**src/rtl/fifo_ram.sv**
```systemverilog
// fifo_ram: simple dual-port RAM with one write port and one registered read port.
// It is the storage core under FIFOs and trace buffers; the parent owns the pointers.
// Ports:
//   clk      - sole clock, all updates on posedge
//   reset    - asynchronous active-high, clears read-side registers only
//   wr_data  - write data
//   wr_addr  - write address
//   wr_en    - write strobe
//   rd_addr  - read address
//   rd_en    - read strobe, loads the output register
//   rd_data  - read data, one clock after rd_en
// SSA_EN = "YES" forwards wr_data on a same-address read/write (write-first);
// any other value gives read-first behaviour.
module fifo_ram #(
  parameter int unsigned DATA_WIDTH = 32,
  parameter int unsigned ADDR_WIDTH = 4,
  parameter string       SSA_EN     = "NO"
) (
  input  logic                  clk,
  input  logic                  reset,
  input  logic [DATA_WIDTH-1:0] wr_data,
  input  logic [ADDR_WIDTH-1:0] wr_addr,
  input  logic                  wr_en,
  input  logic [ADDR_WIDTH-1:0] rd_addr,
  input  logic                  rd_en,
  output logic [DATA_WIDTH-1:0] rd_data
);

  localparam int unsigned DEPTH  = 2 ** ADDR_WIDTH;
  localparam bit          BYPASS = (SSA_EN == "YES");

  logic [DATA_WIDTH-1:0] mem_q [DEPTH];
  logic [DATA_WIDTH-1:0] mem_out_q, mem_out_d;
  logic [DATA_WIDTH-1:0] bypass_q, bypass_d;
  logic                  flag_q, flag_d;
  logic                  collide_c;

  // Storage array: no reset so it maps onto block RAM.
  always_ff @(posedge clk) begin
    if (wr_en) begin
      mem_q[wr_addr] <= wr_data;
    end
  end

  assign collide_c = BYPASS && rd_en && wr_en && (rd_addr == wr_addr);

  // Read-side next state; the bypass flag is re-evaluated every cycle.
  always_comb begin
    mem_out_d = mem_out_q;
    bypass_d  = bypass_q;
    flag_d    = 1'b0;
    if (rd_en) begin
      if (collide_c) begin
        // Output register also takes the new word so a later idle cycle keeps showing it.
        mem_out_d = wr_data;
        bypass_d  = wr_data;
        flag_d    = 1'b1;
      end else begin
        mem_out_d = mem_q[rd_addr];
      end
    end
  end

  // Read-side registers with asynchronous clear.
  always_ff @(posedge clk or posedge reset) begin
    if (reset) begin
      mem_out_q <= '0;
      bypass_q  <= '0;
      flag_q    <= 1'b0;
    end else begin
      mem_out_q <= mem_out_d;
      bypass_q  <= bypass_d;
      flag_q    <= flag_d;
    end
  end

  assign rd_data = flag_q ? bypass_q : mem_out_q;

endmodule

```
**config.mk**
```make
export PLATFORM = sky130hd
export DESIGN_NAME = fifo_ram
export DESIGN_NICKNAME = d
export VERILOG_FILES = /design/src/rtl/fifo_ram.sv
export SDC_FILE = /design/constraint.sdc
export NUM_CORES = 1
export LEC_CHECK = 0
export BUFFER_PORTS_ARGS = -buffer_cell sky130_fd_sc_hd__buf_4
export CAP_MARGIN = 40
export CORE_MARGIN = 3
export CORE_UTILIZATION = 40
export CTS_CLUSTER_SIZE = 20
export DETAILED_ROUTE_END_ITERATION = 12
export PLACE_DENSITY_LB_ADDON = 0.15
export REMOVE_ABC_BUFFERS = 1
export SYNTH_ARGS = -nofsm -noshare
export SYNTH_HDL_FRONTEND = slang
export SYNTH_SLANG_ARGS = --single-unit
export TNS_END_PERCENT = 30
```
**constraint.sdc**
```tcl
create_clock -name clk -period 1.42 [get_ports clk]
set_clock_uncertainty 0.05 [all_clocks]
set_input_delay 0.071 -clock clk [delete_from_list [all_inputs] [get_ports clk]]
set_output_delay 0.071 -clock clk [all_outputs]
set_load 0.02 [all_outputs]
```
==> results.md <==
* RSZ-0062 raised after global routing: true
* Core Area at roughly 0.051 mm2
* First-pass GRT wire length at 68500 um
* Setup WS post-layout at -0.0372 ns
* Gr busiest metal: met2
* Switching Power at roughly 7.5 mW
* Clock tree sinks at 544
* Initial core utilization at 40.9%
* Clk_lat worst skew at 0.60 ns
* Post-synthesis async set-or-reset flop share at 5.88%
* Antenna-violating nets left at 0
* Synth area leaders: edfxtp_1 74%, mux4_2 14%, dfrtp_1 3.9%
* Yosys warnings at 0
* Synth cell count leaders: 512 x edfxtp_1, 128 x mux4_2, 44 x nor2_1
* Status: finished with violations
* Routed wire per std cell at 25.4 um
* Dpl hpwl at 27000 um
* WL final at roughly 46000 um
* Clock Pin Slew Worst Setup and Hold Paths at 0.07 ns
* Die area at 0.0546 mm2
* Number of synthesized flops with an enable pin at around 510
* I/O Buffers at between 70 and 80
* LEAKAGE at 8.31 nW
* Drt drc at 0
* FF-to-FF End: mem_out_q[6]
* Max Slew Vio Count at 0
* Total CTS buffers at 56
* CTS root buf: clkbuf_16
* Horiz. Die Dim at 234 um
* Nets@finish at 1128
* Setup bufs post-CTS at 0
* Synth top area share at between 70% and 80%
* Crit path cell chain: mux4_2 > mux2i_2 > buf_4 > a221oi_2
* Cells on worst reg2reg path at 4
* Delay of the slowest cell on the worst path at 0.50 ns
* CTS tree: done
* Largest net degree at the start of global routing at 39
* Min-Delay Path Depth at 4
* Layout area overhead at 22.8%
* Die height at 234 um
* Syn_area_per_cell at 23.6 um2
* Dominant cell by count in the synthesized netlist: edfxtp_1
* Number of global-route vias before repair at 10.3k
* Switching Fraction at 20.8%
* FMAX at 686 MHz
* Primary FF master, synth: edfxtp_1
* Startpoint types: flip-flop
* Period utilization at 103%
* Initial antenna violation count at 2
* Synth area leader: edfxtp_1
* Vias at 9710
* Worst VDD drop at 0.934 mV
* Actual slew at the worst max-slew pin at 0.425 ns
* Synthesized instance count at between 800 and 900
* Min-Delay Path Class: input port to flip-flop
* Yosys reg bits at between 500 and 600
* Final Setup Violations at 1
* Met1 Use GR at 25.0%
* Pwr dens at between 1000 and 1500 mW/mm2
* Failing checks: setup timing
* Crit path arrival time at 1.88 ns
* H-tree depth at 2
* I/O pin cnt at 76
* Final hold vios at 0
* Synth unique cells at 24
* Gr usage total at ~17%
* Clock Tree Buf Depth at 3
* Hold Path End: mem_out_q[17]
* Reg-to-reg slack, setup at -0.04 ns
* Slowest cell on crit path: mux4_2
* Sequential share of the synthesized area at 78.0%
* Number of max-cap violations at 0
* Worst hold margin at 0.0562 ns
* DRT Pass-1 Iters at 5
* Total power at between 30 and 40 mW
* RD Place Congestion at 0.708
* Max transition margin at a little under three quarters
* Hold_sp: rd_addr[0]
* Final Critical Period at between 1 and 1.5 ns
* M2 GR Usage at 27.7%
* Part of the power in registers at 50.6%
* Worst endpoint required time at 1.84 ns
* Share of cells above drive strength 1 at roughly two fifths
* First-iteration detailed-routing DRC count at 746
* Met3 Usage GRT at 3.20%
* Comb power frac at approximately 6.8%
* Mapped cell area at between 0.02 and 0.025 mm2
* Clock power frac at 42.5%
* Max FO, Critical Path at 1
* CP endpoint kind: flip-flop
* Pint at 28.4 mW
* CP Class: flip-flop to flip-flop
* Num rows at between 80 and 90
* DR vias/cell at 5.38
* Grt ovf at 0
* Reg2reg start: mem_q[14][6]
what timing repair did:
action	in CTS	in global routing
pin swaps	1	3
resized for setup	3	8
hold buffers	37	0
endpoints found under the setup margin	3	12
hold endpoints to repair	620	0
layout make-up:
class,count,area (um2)
diodes,1,2.50
clock buffers,78,1630
clock inverters,27,327
fillers,4101,25200
inverters,1,3.75
multi-input cells,282,4310
flip-flops and latches,544,16200
well taps,672,841
repair buffers,199,2160
power by group through the flow:
stage	registers [mW]	clock network, mW	logic (mW)
6_report	18.2	15.2	2.44
5_1_grt	18.2	16.3	2.63
4_1_cts	18.2	15.6	2.48
3_5_place_dp	18.5	0	2.39
3_3_place_gp	18.5	0	2.37
2_1_floorplan	18.6	0	0.888
stage by stage:
step | setup TNS, ns | instance area, um2 | util [%] | cells | setup WS (ns)
2_1_floorplan | -503.04 | 20300 | - | 827 | -1.88
3_3_place_gp | -28.44 | 23100 | 45.5 | 1662 | -0.228
3_5_place_dp | -27.68 | 23100 | 45.5 | 1662 | -0.232
4_1_cts | -0.0306 | 25400 | 50.1 | 1803 | -0.0306
5_1_grt | -0.208 | 25400 | 50.2 | 1803 | -0.0810
6_report | -0.0372 | 25400 | 50.2 | 1804 | -0.0372
per-layer routing:
metal,routed length (um),vias up
met2,22100,200
li1,-,4187
met5,13,-
met3,1950,56
met1,21200,5265
met4,661,2
critical path: cells and delay by family (launching register included):
| kind | cells | cell delay [ns] |
|---|---|---|
| AOI/OAI and AO/OA | 1 | 0.04 |
| DFF | 1 | 0.37 |
| muxes | 2 | 0.72 |
| buffers and inverters | 1 | 0.15 |
cell families (layout without fill, tap and decap cells):
kind of cell           Yosys count  in the layout  share of synthesized area, %
other                            0              1                             0
multiplexers                   160            160                          15.5
AND/OR/NAND/NOR                 58             58                          1.20
AO/OA/AOI/OAI                   64             64                          3.34
flip-flops                     544            544                          78.0
buffers and inverters           51            305                          1.95
how the worst max path moves through the flow:
stage,start,end,cells after the start
after floorplan,wr_addr[2],mem_q[0][0],2
after global placement,rd_addr[2],mem_out_q[6],6
after detailed placement,rd_addr[2],mem_out_q[6],6
after CTS,mem_q[14][6],mem_out_q[6],4
after global routing,mem_q[10][6],mem_out_q[6],4
final,mem_q[14][6],mem_out_q[6],4
placed cells by master, fill, tap and decap left out, types with 5 or more instances in the layout:
cell           netlist  layout
a221oi_1             8       8
a221oi_2            24      24
buf_12               3      45
buf_4                9     115
bufinv_16            0       7
clkbuf_1            14       9
clkbuf_16            0      57
clkbuf_8             0      12
clkinv_2             0       9
dfrtp_1             32      31
dlygate4sd3_1        0      37
edfxtp_1           512     512
mux2i_1             32      25
mux2i_2              0       5
mux4_2             128     128
nor2_1              44      32
nor2_4               0      12
o22ai_1             22      21
o22ai_2             10      11
state kept, by name (all words and copies together), names as in the netlist:
register   count
mem_q        512
mem_out_q     32
No activity file was read; power rests on OpenSTA's default activity.
